## src/rtl/hack_exec_unit.sv

```systemverilog
// hack_exec_unit: multi-cycle Hack instruction sequencer around an external ALU.
//   Fetches an instruction, decodes it, optionally reads data memory, commits
//   the ALU result in EXEC, then optionally writes data memory.
// Ports:
//   clk, reset               - clock; synchronous active-high reset
//   fetch_req/pc             - instruction fetch request and address
//   instruction/instr_valid  - instruction word and fetch acknowledge
//   mem_req/writeM/addressM  - data access request, direction, address
//   outM/inM/mem_ready       - write data, read data, access acknowledge
//   alu_x/alu_y/alu_zx..no   - operands and controls to the ALU
//   alu_out/alu_zr/alu_ng    - ALU result and flags
module hack_exec_unit #(
    parameter int PC_W   = 15,
    parameter int RST_PC = 0
) (
    input  logic            clk,
    input  logic            reset,
    output logic            fetch_req,
    output logic [PC_W-1:0] pc,
    input  logic [15:0]     instruction,
    input  logic            instr_valid,
    output logic            mem_req,
    output logic            writeM,
    output logic [PC_W-1:0] addressM,
    output logic [15:0]     outM,
    input  logic [15:0]     inM,
    input  logic            mem_ready,
    output logic [15:0]     alu_x,
    output logic [15:0]     alu_y,
    output logic            alu_zx,
    output logic            alu_nx,
    output logic            alu_zy,
    output logic            alu_ny,
    output logic            alu_f,
    output logic            alu_no,
    input  logic [15:0]     alu_out,
    input  logic            alu_zr,
    input  logic            alu_ng
);

    typedef enum logic [2:0] {
        S_FETCH,
        S_DECODE,
        S_MEM_RD,
        S_EXEC,
        S_MEM_WR
    } state_t;

    state_t          state_q, state_d;
    logic [15:0]     a_q, a_d;
    logic [15:0]     d_q, d_d;
    logic [15:0]     ir_q, ir_d;
    logic [15:0]     mdr_q, mdr_d;
    logic [15:0]     res_q, res_d;
    logic [PC_W-1:0] pc_q, pc_d;
    logic [PC_W-1:0] war_q, war_d;

    logic            jump;
    logic [PC_W-1:0] pc_inc;

    assign pc_inc = pc_q + PC_W'(1);
    assign jump   = (ir_q[2] & alu_ng) | (ir_q[1] & alu_zr) | (ir_q[0] & ~alu_ng & ~alu_zr);

    always_comb begin
        state_d = state_q;
        a_d     = a_q;
        d_d     = d_q;
        ir_d    = ir_q;
        mdr_d   = mdr_q;
        res_d   = res_q;
        pc_d    = pc_q;
        war_d   = war_q;
        case (state_q)
            S_FETCH: begin
                if (instr_valid) begin
                    ir_d    = instruction;
                    state_d = S_DECODE;
                end
            end
            S_DECODE: begin
                if (!ir_q[15]) begin
                    a_d     = ir_q;
                    pc_d    = pc_inc;
                    state_d = S_FETCH;
                end else begin
                    state_d = ir_q[12] ? S_MEM_RD : S_EXEC;
                end
            end
            S_MEM_RD: begin
                if (mem_ready) begin
                    mdr_d   = inM;
                    state_d = S_EXEC;
                end
            end
            S_EXEC: begin
                res_d = alu_out;
                if (ir_q[4]) d_d = alu_out;
                if (ir_q[5]) a_d = alu_out;
                // jump target and write address come from A before this update
                pc_d = jump ? a_q[PC_W-1:0] : pc_inc;
                if (ir_q[3]) begin
                    war_d   = a_q[PC_W-1:0];
                    state_d = S_MEM_WR;
                end else begin
                    state_d = S_FETCH;
                end
            end
            S_MEM_WR: begin
                if (mem_ready) state_d = S_FETCH;
            end
            default: state_d = S_FETCH;
        endcase
    end

    always_ff @(posedge clk) begin
        if (reset) begin
            state_q <= S_FETCH;
            a_q     <= '0;
            d_q     <= '0;
            ir_q    <= '0;
            mdr_q   <= '0;
            res_q   <= '0;
            pc_q    <= PC_W'(RST_PC);
            war_q   <= '0;
        end else begin
            state_q <= state_d;
            a_q     <= a_d;
            d_q     <= d_d;
            ir_q    <= ir_d;
            mdr_q   <= mdr_d;
            res_q   <= res_d;
            pc_q    <= pc_d;
            war_q   <= war_d;
        end
    end

    // Requests are gated by reset so an in-flight access drops in the reset cycle.
    assign fetch_req = ~reset & (state_q == S_FETCH);
    assign mem_req   = ~reset & ((state_q == S_MEM_RD) | (state_q == S_MEM_WR));
    assign writeM    = ~reset & (state_q == S_MEM_WR);
    assign addressM  = (state_q == S_MEM_WR) ? war_q : a_q[PC_W-1:0];
    assign outM      = res_q;
    assign pc        = pc_q;

    assign alu_x  = d_q;
    assign alu_y  = ir_q[12] ? mdr_q : a_q;
    assign alu_zx = ir_q[11];
    assign alu_nx = ir_q[10];
    assign alu_zy = ir_q[9];
    assign alu_ny = ir_q[8];
    assign alu_f  = ir_q[7];
    assign alu_no = ir_q[6];

endmodule

```

## config.mk

```make
export PLATFORM = sky130hd
export DESIGN_NAME = hack_exec_unit
export DESIGN_NICKNAME = d
export VERILOG_FILES = /design/src/rtl/hack_exec_unit.sv
export SDC_FILE = /design/constraint.sdc
export NUM_CORES = 1
export LEC_CHECK = 0
export BUFFER_PORTS_ARGS = -buffer_cell sky130_fd_sc_hd__buf_4
export CAP_MARGIN = 20
export CORE_ASPECT_RATIO = 1.4
export CORE_UTILIZATION = 47
export DETAILED_ROUTE_END_ITERATION = 12
export PLACE_DENSITY = 0.76
export RECOVER_POWER = 50
export SETUP_SLACK_MARGIN = 0.05
export SLEW_MARGIN = 10
export SYNTH_ARGS = -nofsm -noshare
export SYNTH_HDL_FRONTEND = slang
export SYNTH_SLANG_ARGS = --single-unit
```

## constraint.sdc

```tcl
create_clock -name clk -period 1.85 [get_ports clk]
set_input_delay 0.0925 -clock clk [delete_from_list [all_inputs] [get_ports clk]]
set_output_delay 0.0925 -clock clk [all_outputs]
set_load 0.005 [all_outputs]
```

=== Word level (Yosys, flattened, before mapping) ===
Cells that the tools add are included.

* Add/sub/neg operators: 1
* Equal/unequal tests: 9
* Mux-type cells: 15
* Bitwise logic cells: 13
* Reductions and logical operators: 9

{| class="wikitable"
|+ Operators with widths
! cell !! number
|-
| $mux 16 || 3
|-
| $mux 15 || 3
|-
| $pmux 16 s2 || 1
|-
| $pmux 15 s2 || 1
|-
| $add 15x1->15 const B || 1
|-
| $pmux 3 s5 || 1
|-
| $mux 3 || 4
|-
| $ne 2x2->1 const B || 5
|-
| $reduce_and 2->1 || 5
|-
| $and 1x1->1 || 7
|-
| $eq 3x2->1 const B || 2
|-
| $reduce_and 3->1 || 2
|-
| $eq 3x1->1 const B || 1
|-
| $eq 3x3->1 const B || 1
|-
| $logic_not 3->1 || 1
|-
| $not 1->1 || 3
|-
| $or 1x1->1 || 3
|-
| $mux 2 || 1
|-
| $reduce_bool 2->1 || 1
|-
| $mux 1 || 1
|}

* Register bits after elaboration: 113
* Bits of input ports: 54
* Output and inout port bits: 87
* Word-level logic and storage cells: 55

=== Depth between registers and ports, before layout ===
Gate-level depths: netlist (run 1).

* Word-level depth: 6
* Depth in mapped cells: 6

=== Worst setup path before layout (run 1) ===
OpenSTA, ideal clock, no wires.

* Kind: register to register
* Start point: register pc_q[0], in the netlist pc[0]
* End point: register pc_q[12], in the netlist pc[12]
* Setup time: 0.074 ns
* Arrival: 1.729 ns
* Slack: 0.046 ns
* Cell stages (with the launch flop): 6
* Cells stage by stage: dfxtp_1 -> ha_1 -> nand3_1 -> or4_1 -> or4_1 -> a31oi_1

* Longest elaborated chain between the ends: 3

{| class="wikitable"
|+ RTL lines
! item !! line !! text
|-
| start, declared || 55 || <nowiki>logic [PC_W-1:0] pc_q, pc_d;</nowiki>
|-
| start signal, assigned || 123 || <nowiki>pc_q <= PC_W'(RST_PC);</nowiki>
|-
| start signal, assigned || 132 || <nowiki>pc_q <= pc_d;</nowiki>
|-
| $add 15x1->15 (*) || 61 || <nowiki>assign pc_inc = pc_q + PC_W'(1);</nowiki>
|-
| $mux 15, on equally long branches || 100, 81 ||
|-
| $pmux 15 s2 (*) || 73 || <nowiki>case (state_q)</nowiki>
|}

Mark *: on every way between the ends. The rest lies on a longest branch, timed or not. The select of a mux whose other input is x is not followed.
A chain may end at the register's enable or synchronous reset.

=== Worst setup path in the final report (run 1) ===
* Start point: register state_q[0]
* End point: register pc_q[7], in the netlist pc[7]

* Longest elaborated chain between the ends: 3

{| class="wikitable"
|+ RTL lines
! item !! line !! text
|-
| start, declared || 49 || <nowiki>state_t state_q, state_d;</nowiki>
|-
| start signal, assigned || 126 || <nowiki>state_q <= state_d;</nowiki>
|-
| $eq 3x1->1 / $eq 3x2->1 (equally long branches) || 73 ||
|-
| $ne 2x2->1 (no line) / $reduce_bool 2->1 (equally long branches) || n/a ||
|-
| $reduce_and 2->1 (no line) || n/a ||
|}

Several ways; a longest one is shown, not always the timed one.

==> summary.md, run 1 <==
| Metric | Value |
|---|---|
| Run status | `complete, but fails checks` |
| Violated checks | `setup timing` |
| Top-level port count | `141` |
| Endpoint class of the critical path | `flip-flop` |
| Maximum number of pins on one net before global-route repair | `61` |
| Worst slew margin relative to its limit | `0.598` |
| M3 GR Usage | `0.0794` |
| Detailed Place HPWL | `10,700 um` |
| Vias per std cell | `5.78` |
| TritonCTS clock tree | `built` |
| Seq cells post-synth | `113` |
| Critical path class | `flip-flop to flip-flop` |
| Min-Delay Path Class | `input port to flip-flop` |
| Data required time at the worst endpoint | `2.16 ns` |
| Final Cycle Share | `1.04` |
| DR vias | `5,528` |
| Max Cap Violations | `0` |
| Transition time at the pin with the least slew margin | `0.604 ns` |
| Peak-usage layer in the global routing report | `met2` |
| Proportion of synthesized chip area in sequential cells | `0.464` |
| R2R cell count | `6` |
| FF-to-FF Start | `state_q[0]` |
| Diodes inserted | `0` |
| Net count after synthesis | `655` |
| Count of endpoints failing setup in the final report | `17` |
| GRT Resource Usage Total | `0.327` |
| Layout Utilization | `0.743` |
| Fillers | `733` |
| Clock latency of the later-clocked register in the worst-skew pair | `0.41 ns` |
| Primary flip-flop cell chosen by synthesis mapping | `sky130_fd_sc_hd__dfxtp_1` |
| Async set-reset flop share out of synthesis | `0` |
| Ratio of total power to cell area | `818 nW/um^2` |
| Shortest period the worst path allows | `1.92 ns` |
| Detailed-route DRC error count | `0` |
| Setup clock skew after layout | `0.00634 ns` |
| Net count, final | `866` |
| Leak | `2.91 nW` |
| Area of the die | `10,800 sq um` |
| Antenna viol nets, final | `0` |
| Leading area contributor after synthesis | `sky130_fd_sc_hd__dfxtp_1` |
| Horizontal die dimension | `88.1 um` |
| Count of buffers inserted at the top-level ports | `140` |
| Core Area | `10,000 sq um` |
| Synthesis warning total | `0` |
| Number of buffers added by the clock tree synthesis step | `17` |
| Die boundary height | `122 um` |
| Setup repair after global routing missed its margin | `true` |
| H-tree levels | `4` |
| Multi-input gate area | `2530 sq um` |
| Mean instance size in the synthesized netlist | `8.12 sq um` |
| Count of different cell masters after synthesis | `46` |
| Fraction of synthesized cell area taken by the top area cell type | `0.464` |
| Area added between synthesis and finish | `52.6%` |
| Leading post-synthesis cells by cell area | `sky130_fd_sc_hd__dfxtp_1 46%, sky130_fd_sc_hd__nand2_1 14%, sky130_fd_sc_hd__a21oi_1 8.9%` |
| Placer Congestion | `0.970` |
| Combined flip-flop and latch cell area | `2270 sq um` |
| Antenna violations before repair | `0` |
| Met2 Use GR | `0.563` |
| Most common cell after layout, fill and taps aside | `sky130_fd_sc_hd__nand2_1` |
| Start point of the worst min-delay path | `reset` |
| Number of pins exceeding their max-slew limit in the final report | `0` |
| Fin Hold WS | `0.111 ns` |
| Max Fanout on Critical Path | `7` |
| Commonest cells after routing, fill and taps aside | `184 x sky130_fd_sc_hd__nand2_1, 110 x sky130_fd_sc_hd__dfxtp_1, 109 x sky130_fd_sc_hd__buf_4, 87 x sky130_fd_sc_hd__a21oi_1, 49 x sky130_fd_sc_hd__dlygate4sd3_1` |
| Root buffer selected by CTS | `sky130_fd_sc_hd__clkbuf_16` |
| Startpoint type of the worst setup path | `flip-flop` |
| Cell depth of the worst min-delay path | `2` |
| Flop2flop setup slack | `-0.07 ns` |
| Leftover overflow at the end of global routing | `0` |
| Detailed Route Iter0 Violations | `527` |
| Clock-pin slew of the registers on the worst-case setup and hold paths | `0.05 ns` |
| Worst R2R End | `pc[7]` |
| Length of the first detailed-routing pass in iterations | `7` |
| Wire length of the first global-routing pass | `26,400 um` |
| End of the worst hold path | `war_q[1]` |
| Peak clock frequency supported by timing | `520 MHz` |
| Final Routed Wirelength | `17,300 um` |
| Number of global-route vias before repair | `5,318` |
| Synthesized netlist cell count | `600` |
| Met1 usage | `0.358` |
| Count of standard-cell rows | `43` |
| Clk sinks | `113` |
| EDFF count, synth | `0` |
| Arr. time, crit path | `2.24 ns` |
| Share of final-layout standard cells stronger than drive strength 1 | `0.299` |
| Setup slack after layout | `-0.0748 ns` |
| Final hold viol count | `0` |
| Starting density of the core | `0.487` |
| Launching instance or port of the critical path | `state_q[0]` |
| Clock buffer depth | `2` |
| Routed wirelength normalized by instance count | `18.1 um` |
| Syn Std Cell Area | `4870 sq um` |
| IR Drop Worst-Case VDD | `0.815 mV` |
per-stage QoR:
stage	instance area (sq um)	setup WS [ns]	TNS, ns	std cells	power [W]
finish	7440	-0.0748	-0.506	957	0.00608
detailed placement	6210	0.0446	0	866	0.00317
global route	7440	-0.0981	-1.87	957	0.00626
global placement	6210	0.104	0	866	0.00315
CTS	7500	-0.101	-1.01	957	0.00606
floorplan	4880	0.0905	0	600	0.00285
logic make-up after synthesis:
family / count (synthesis) / share of synthesized area
buf+inv: 49 / 0.0401
xor+xnor: 5 / 0.00899
flops: 113 / 0.464
fa+ha+maj: 1 / 0.00257
simple gates: 266 / 0.244
mux: 36 / 0.0822
compound gates: 130 / 0.158
critical path: stages, from the launching register on:
cell                       delay (ns)
sky130_fd_sc_hd__dfxtp_2         0.34
sky130_fd_sc_hd__buf_4           0.11
sky130_fd_sc_hd__nand2b_1        0.16
sky130_fd_sc_hd__buf_4           0.21
sky130_fd_sc_hd__nor2_1          0.46
sky130_fd_sc_hd__a41oi_1         0.24
sky130_fd_sc_hd__a221oi_1        0.31
worst max-delay path by stage:
stage / slack [ns] / endpoint
final: -0.07 / pc[7]
after CTS: -0.10 / addressM[14]
after global routing: -0.1 / addressM[8]
after floorplan: 0.09 / pc[12]
after global placement: 0.10 / pc[12]
after detailed placement: 0.04 / pc[11]
power by group:
part / leakage, nW / switching (W) / internal [W]
combinational: 1.74 / 0.000307 / 0.000380
clock: 0.259 / 0.00107 / 0.00174
sequential: 0.917 / 0.0000888 / 0.00250
total: 2.91 / 0.00147 / 0.00462
synth_stat cells, drive strengths merged, types with 2 or more instances:
| library cell | number |
|---|---|
| o21ai | 5 |
| nor4 | 7 |
| and2 | 4 |
| nor2b | 3 |
| xnor2 | 5 |
| nand2b | 5 |
| clkbuf | 34 |
| a211oi | 3 |
| nand3b | 2 |
| inv | 6 |
| buf | 9 |
| nor2 | 21 |
| nand4b | 2 |
| mux2 | 32 |
| or3 | 4 |
| a311oi | 16 |
| nor3 | 7 |
| nand4 | 5 |
| a22oi | 4 |
| mux2i | 4 |
| nand2 | 185 |
| o31ai | 2 |
| nand3 | 9 |
| o32ai | 3 |
| or4 | 6 |
| a21oi | 87 |
| a31oi | 4 |
| a41oi | 2 |
| dfxtp | 113 |
sequential cells by signal (all words and copies together) (netlist names):
register	cells
a_q	16
alu_x	16
ir_q	16
mdr_q	16
outM	16
pc	15
state_q	3
war_q	15
area by class of cell:
| class | instances | share of cell area |
|---|---|---|
| Clock inverter | 8 | 0.00538 |
| Multi-Input combinational cell | 439 | 0.341 |
| Sequential cell | 113 | 0.305 |
| Timing Repair Buffer | 234 | 0.261 |
| Tap cell | 135 | 0.0227 |
| Clock buffer | 22 | 0.0624 |
| Inverter | 6 | 0.00303 |
repair_timing:
action / 4_1_cts / 5_1_grt
endpoints found under the hold margin: 65 / 0
pin swaps: 2 / 3
hold buffers: 49 / 0
buffers inserted: 10 / 1
gates cloned: 2 / 1
endpoints found under the setup margin: 17 / 61
gates resized for setup: 44 / 15
routing by layer:
layer / up-vias / wire, um
met5: - / 0
met1: 2598 / 6330
met3: 84 / 1240
met2: 335 / 8780
li1: 2511 / -
met4: 0 / 944
(Power assumes the default switching activity.)
==> run 2, diff against run 1 <==
--- a/config.mk
+++ b/config.mk
@@ -17,3 +17,4 @@
 export SYNTH_ARGS = -nofsm -noshare
 export SYNTH_HDL_FRONTEND = slang
 export SYNTH_SLANG_ARGS = --single-unit
+export TNS_END_PERCENT = 10
==> run 2 against run 1 <==
Effect of this change:
- the run still ends with setup timing left
- fmax down 0.31%
- count of clock-buffer cells in the layout unchanged
- design area down 0.44%
- largest cell class unchanged
- core utilization down 0.33 points
- register-to-register slack about the same
- power down 0.13%
- flip-flop and latch count unchanged
- via count down 0.87%
- wire length down 0.83%
- sequential share of layout area up 0.13 points
- critical path depth unchanged
- clock skew about the same
==> summary.md, run 2 (synthesis gave the netlist of run 1 again) <==
| Metric | Value |
|---|---|
| Diodes inserted | `0` |
| Setup repair after global routing missed its margin | `true` |
| TritonCTS clock tree | `built` |
| Leftover overflow at the end of global routing | `0` |
| Count of standard-cell rows | `43` |
| Setup clock skew after layout | `0.00587 ns` |
| Net count, final | `864` |
| Met1 usage | `0.360` |
| Internal power | `0.00462 W` |
| Worst slew margin relative to its limit | `0.596` |
| DR vias | `5,480` |
| Clock buffer depth | `2` |
| Arr. time, crit path | `2.24 ns` |
| Maximum number of pins on one net before global-route repair | `61` |
| Share of total power in sequential cells | `0.426` |
| Final hold viol count | `0` |
| M3 GR Usage | `0.0740` |
| Placer Congestion | `0.970` |
| Proportion of power drawn by the clock network | `0.462` |
| Final Cycle Share | `1.04` |
| Switching power total | `0.00146 W` |
| Post-route setup TNS | `-0.573 ns` |
| Detailed-route DRC error count | `0` |
| Endpoint class of the critical path | `flip-flop` |
| Area added between synthesis and finish | `51.9%` |
| Clock-pin slew of the registers on the worst-case setup and hold paths | `0.05 ns` |
| Setup slack after layout | `-0.0808 ns` |
| Area of the die | `10,800 sq um` |
| Count of endpoints failing setup in the final report | `18` |
| Detailed Route Iter0 Violations | `435` |
| Portion of total power attributed to combinational logic | `0.113` |
| Top-level port count | `141` |
| Violated checks | `setup timing` |
| Clk sinks | `113` |
| Leak | `2.89 nW` |
| Max Cap Violations | `0` |
| Peak clock frequency supported by timing | `518 MHz` |
| Ratio of total power to cell area | `821 nW/um^2` |
| Peak-usage layer in the global routing report | `met2` |
| Clock latency of the later-clocked register in the worst-skew pair | `0.41 ns` |
| Most common cell after layout, fill and taps aside | `sky130_fd_sc_hd__nand2_1` |
| Detailed Place HPWL | `10,700 um` |
| Cell family with most CP delay | `simple AND/OR/NAND/NOR gates` |
| Root buffer selected by CTS | `sky130_fd_sc_hd__clkbuf_16` |
| Run status | `complete, but fails checks` |
| Peak per-stage delay on the critical path | `0.48 ns` |
| Worst Path Buf+Inv | `2` |
| Horizontal die dimension | `88.1 um` |
| Number of pins exceeding their max-slew limit in the final report | `0` |
| Min-Delay Path Class | `input port to flip-flop` |
| Startpoint type of the worst setup path | `flip-flop` |
| Number of buffers added by the clock tree synthesis step | `17` |
| Count of buffers inserted at the top-level ports | `140` |
| Antenna viol nets, final | `0` |
| Shortest period the worst path allows | `1.93 ns` |
| Wire length of the first global-routing pass | `26,300 um` |
| Antenna violations before repair | `0` |
| GRT Resource Usage Total | `0.327` |
| Fin Hold WS | `0.113 ns` |
| Fillers | `737` |
| Core Area | `10,000 sq um` |
| IR Drop Worst-Case VDD | `0.807 mV` |
| Transition time at the pin with the least slew margin | `0.606 ns` |
| Max Fanout on Critical Path | `7` |
| Number of global-route vias before repair | `5,279` |
| Cell chain of the critical path | `buf_4 -> nand2b_1 -> buf_4 -> nor2_1 -> a41oi_1 -> a221oi_1` |
| Switching Fraction | `0.240` |
| Library cell appearing most often on the critical path | `sky130_fd_sc_hd__buf_4` |
| Final Routed Wirelength | `17,200 um` |
| Starting density of the core | `0.487` |
| Share of final-layout standard cells stronger than drive strength 1 | `0.295` |
| Data required time at the worst endpoint | `2.16 ns` |
| Met2 Use GR | `0.564` |
| Die boundary height | `122 um` |
| Routed wirelength normalized by instance count | `18.0 um` |
| Slowest stage cell on the critical path | `sky130_fd_sc_hd__nor2_1` |
| Commonest cells after routing, fill and taps aside | `184 x sky130_fd_sc_hd__nand2_1, 110 x sky130_fd_sc_hd__dfxtp_1, 107 x sky130_fd_sc_hd__buf_4, 87 x sky130_fd_sc_hd__a21oi_1, 49 x sky130_fd_sc_hd__dlygate4sd3_1` |
| Critical path class | `flip-flop to flip-flop` |
| Length of the first detailed-routing pass in iterations | `5` |
| Vias per std cell | `5.74` |
| H-tree levels | `4` |
run 2: cell count changes in the layout (fill, tap and decap cells not counted), sizes merged:
cell / previous run / this run
buf: 134 / 132
run 2: worst paths after layout:
path / start / end / slack, ns / cells after the start
setup / recovery: state_q[0] / pc[7] / -0.08 / 6
hold / removal: reset / war_q[1] / 0.11 / 2
setup reg to reg: state_q[0] / pc[7] / -0.08 / 6
hold reg to reg: alu_x[4] / alu_x[4] / 0.45 / 2
run 2: cell type report:
type | count | area [sq um] | area share
clock buffer | 22 | 464 | 0.0627
clock inverter | 8 | 40.0 | 0.00541
tap | 135 | 169 | 0.0228
timing repair buffer | 232 | 1930 | 0.260
sequential | 113 | 2270 | 0.306
multi-input combinational | 439 | 2520 | 0.340
inverter | 6 | 22.5 | 0.00304
run 2: power by group through the flow:
stage	registers, W	logic (W)	clock network, W
2_1_floorplan	0.00259	0.000255	0
3_3_place_gp	0.00263	0.000525	0
3_5_place_dp	0.00263	0.000535	0
4_1_cts	0.00258	0.000664	0.00281
5_1_grt	0.00259	0.000731	0.00293
6_report	0.00259	0.000685	0.00280
run 2: worst reg2reg max path, cell delays in order (launching register included):
cell and delay (ns):
sky130_fd_sc_hd__dfxtp_2 0.35, sky130_fd_sc_hd__buf_4 0.11, sky130_fd_sc_hd__nand2b_1 0.15, sky130_fd_sc_hd__buf_4 0.21
sky130_fd_sc_hd__nor2_1 0.48, sky130_fd_sc_hd__a41oi_1 0.23, sky130_fd_sc_hd__a221oi_1 0.31
run 2: what timing repair did:
item | in CTS | in global routing
endpoints found under the hold margin | 65 | 0
gates resized for setup | 44 | 11
hold buffers | 49 | 0
endpoints found under the setup margin | 17 | 61
cloned | 2 | 1
setup buffers | 9 | 0
pin swaps | 2 | 2
run 2: metal layers:
metal,part of all wire,vias up,wire [um]
li1,-,2503,-
met3,0.073,70,1250
met2,0.52,320,8890
met1,0.36,2587,6130
met5,0,-,0
met4,0.051,0,879
run 2: metrics by stage:
step	power [W]	instances	util	setup WS [ns]	instance area, sq um
floorplan	0.00285	600	-	0.0905	4880
global placement	0.00315	866	0.621	0.104	6210
detailed placement	0.00317	866	0.621	0.0446	6210
CTS	0.00606	956	0.749	-0.101	7490
global route	0.00625	955	0.740	-0.0962	7400
finish	0.00608	955	0.740	-0.0808	7400
==> run 3, diff against run 2 <==
--- a/config.mk
+++ b/config.mk
@@ -8,6 +8,7 @@
 export BUFFER_PORTS_ARGS = -buffer_cell sky130_fd_sc_hd__buf_4
 export CAP_MARGIN = 20
 export CORE_ASPECT_RATIO = 1.4
+export CORE_MARGIN = 2
 export CORE_UTILIZATION = 47
 export DETAILED_ROUTE_END_ITERATION = 12
 export PLACE_DENSITY = 0.76
==> run 3 against run 2 <==
Effect of this change:
- the flow still finishes with violations (setup timing)
- critical path depth did not move
- first-iteration DRC count down 2.8%
- flip-flop and latch count is the same
- wire length increased by 2.8%
- sequential power hardly changed
- worst setup slack improved by 0.057 ns
- power increased by 7.4%
- global-route usage down 1.4 points
- core utilization is 1.0 points lower
- final cell count grew 0.84%
- highest routed layer unchanged
==> summary.md, run 3 (synthesis gave the netlist of run 1 again) <==
| Metric | Value |
|---|---|
| Worst slew margin relative to its limit | `0.580` |
| Net count, final | `868` |
| Count of standard-cell rows | `44` |
| GRT Resource Usage Total | `0.313` |
| Total power | `0.00653 W` |
| Final Routed Wirelength | `17,600 um` |
| Cell depth of the worst min-delay path | `2` |
| Final Cycle Share | `1.01` |
| Root buffer selected by CTS | `sky130_fd_sc_hd__clkbuf_16` |
| Data required time at the worst endpoint | `1.76 ns` |
| R2R cell count | `6` |
| Clock buffer depth | `2` |
| Post-route setup TNS | `-0.197 ns` |
| Setup slack after layout | `-0.0236 ns` |
| Leftover overflow at the end of global routing | `0` |
| Number of buffers added by the clock tree synthesis step | `17` |
| Wire length of the first global-routing pass | `27,900 um` |
| Detailed Place HPWL | `11,200 um` |
| Most common cell after layout, fill and taps aside | `sky130_fd_sc_hd__nand2_1` |
| Start point of the worst min-delay path | `reset` |
| TritonCTS clock tree | `built` |
| DR vias | `5,482` |
| Area added between synthesis and finish | `53.3%` |
| Peak-usage layer in the global routing report | `met2` |
| Maximum number of pins on one net before global-route repair | `38` |
| Min-Delay Path Class | `input port to flip-flop` |
| Setup clock skew after layout | `0.00503 ns` |
| Top-level port count | `141` |
| Flop2flop setup slack | `0.01 ns` |
| Arr. time, crit path | `1.78 ns` |
| Number of global-route vias before repair | `5,586` |
| Violated checks | `setup timing` |
| Final Instance Area | `7470 sq um` |
| Peak clock frequency supported by timing | `534 MHz` |
| Antenna violations before repair | `0` |
| Die boundary height | `124 um` |
| Horizontal die dimension | `90.1 um` |
| Worst R2R End | `war_q[7]` |
| Final hold viol count | `0` |
| Placer Congestion | `0.937` |
| Area of the die | `11,200 sq um` |
| Combined flip-flop and latch cell area | `2270 sq um` |
| Count of endpoints failing setup in the final report | `10` |
| Met1 usage | `0.331` |
| Core Area | `10,200 sq um` |
| Critical path class | `flip-flop to output port` |
| Share of final-layout standard cells stronger than drive strength 1 | `0.291` |
| Met2 Use GR | `0.559` |
| End of the worst hold path | `war_q[1]` |
| Multi-input gate area | `2510 sq um` |
| Endpoint class of the critical path | `output port` |
| Clk sinks | `113` |
| H-tree levels | `4` |
| Ratio of total power to cell area | `874 nW/um^2` |
| Startpoint type of the worst setup path | `flip-flop` |
| M3 GR Usage | `0.0690` |
| Starting density of the core | `0.476` |
| Setup repair after global routing missed its margin | `true` |
| Clock latency of the later-clocked register in the worst-skew pair | `0.41 ns` |
| Run status | `complete, but fails checks` |
| Shortest period the worst path allows | `1.87 ns` |
| Max Cap Violations | `0` |
| Diodes inserted | `0` |
| IR Drop Worst-Case VDD | `0.662 mV` |
| Leak | `2.91 nW` |
| Number of pins exceeding their max-slew limit in the final report | `0` |
| Detailed Route Iter0 Violations | `423` |
| Transition time at the pin with the least slew margin | `0.630 ns` |
| Fillers | `741` |
| Clock-pin slew of the registers on the worst-case setup and hold paths | `0.05 ns` |
| Vias per std cell | `5.69` |
| Length of the first detailed-routing pass in iterations | `7` |
| Count of buffers inserted at the top-level ports | `140` |
| Instance area after placement | `6250 sq um` |
| Detailed-route DRC error count | `0` |
| Max Fanout on Critical Path | `7` |
| Antenna viol nets, final | `0` |
| Commonest cells after routing, fill and taps aside | `183 x sky130_fd_sc_hd__nand2_1, 110 x sky130_fd_sc_hd__dfxtp_1, 109 x sky130_fd_sc_hd__buf_4, 87 x sky130_fd_sc_hd__a21oi_1, 49 x sky130_fd_sc_hd__dlygate4sd3_1` |
| FF-to-FF Start | `state_q[2]` |
| Routed wirelength normalized by instance count | `18.3 um` |
==> run 3: cell type report <==
class / count / area share
inverter: 6 / 0.00301
clock inverter: 5 / 0.0137
multi-input combinational: 438 / 0.335
sequential: 113 / 0.304
tap: 138 / 0.0231
clock buffer: 26 / 0.0641
timing repair buffer: 237 / 0.257
==> run 3: per-stage QoR <==
stage	worst slack, ns	std cells	util	hold slack (ns)
floorplan	0.0905	600	-	0.228
global placement	0.105	874	0.610	0.342
detailed placement	0.0350	874	0.610	0.352
CTS	-0.0214	962	0.736	0.0242
global route	-0.0665	963	0.730	0.0441
finish	-0.0236	963	0.730	0.0352
==> run 3: repair_timing <==
action	4_1_cts	5_1_grt
gates resized for setup	47	13
hold buffers	49	0
cloned	2	0
hold endpoints to repair	65	0
setup buffers	6	2
pin swaps	3	2
setup endpoints to repair	16	48
==> run 3: critical path, stage by stage (launching register included) <==
cell and delay (ns):
sky130_fd_sc_hd__dfxtp_4 0.34, sky130_fd_sc_hd__buf_6 0.12, sky130_fd_sc_hd__nor3b_4 0.21, sky130_fd_sc_hd__buf_6 0.14
sky130_fd_sc_hd__buf_8 0.13, sky130_fd_sc_hd__mux2_4 0.31, sky130_fd_sc_hd__buf_6 0.12
==> run 3: worst max path at each step <==
stage,endpoint,slack (ns),startpoint,cells after the start
finish,addressM[9],-0.02,state_q[1],6
detailed placement,pc[11],0.04,pc[1],4
global placement,pc[11],0.11,pc[1],4
CTS,addressM[14],-0.02,state_q[0],6
floorplan,pc[12],0.09,pc[0],5
global route,addressM[9],-0.07,state_q[1],6
==> run 3: per-layer routing <==
layer	part of all wire	up-vias
li1	-	2509
met1	0.36	2595
met2	0.52	301
met3	0.065	77
met4	0.055	0
met5	0	-
==> run 3: power by group <==
group / leakage [nW] / total, W / switching [W] / internal (W)
Sequential: 0.917 / 0.00259 / 0.0000897 / 0.00250
Combinational: 1.72 / 0.000692 / 0.000307 / 0.000385
Clock: 0.279 / 0.00325 / 0.00107 / 0.00218
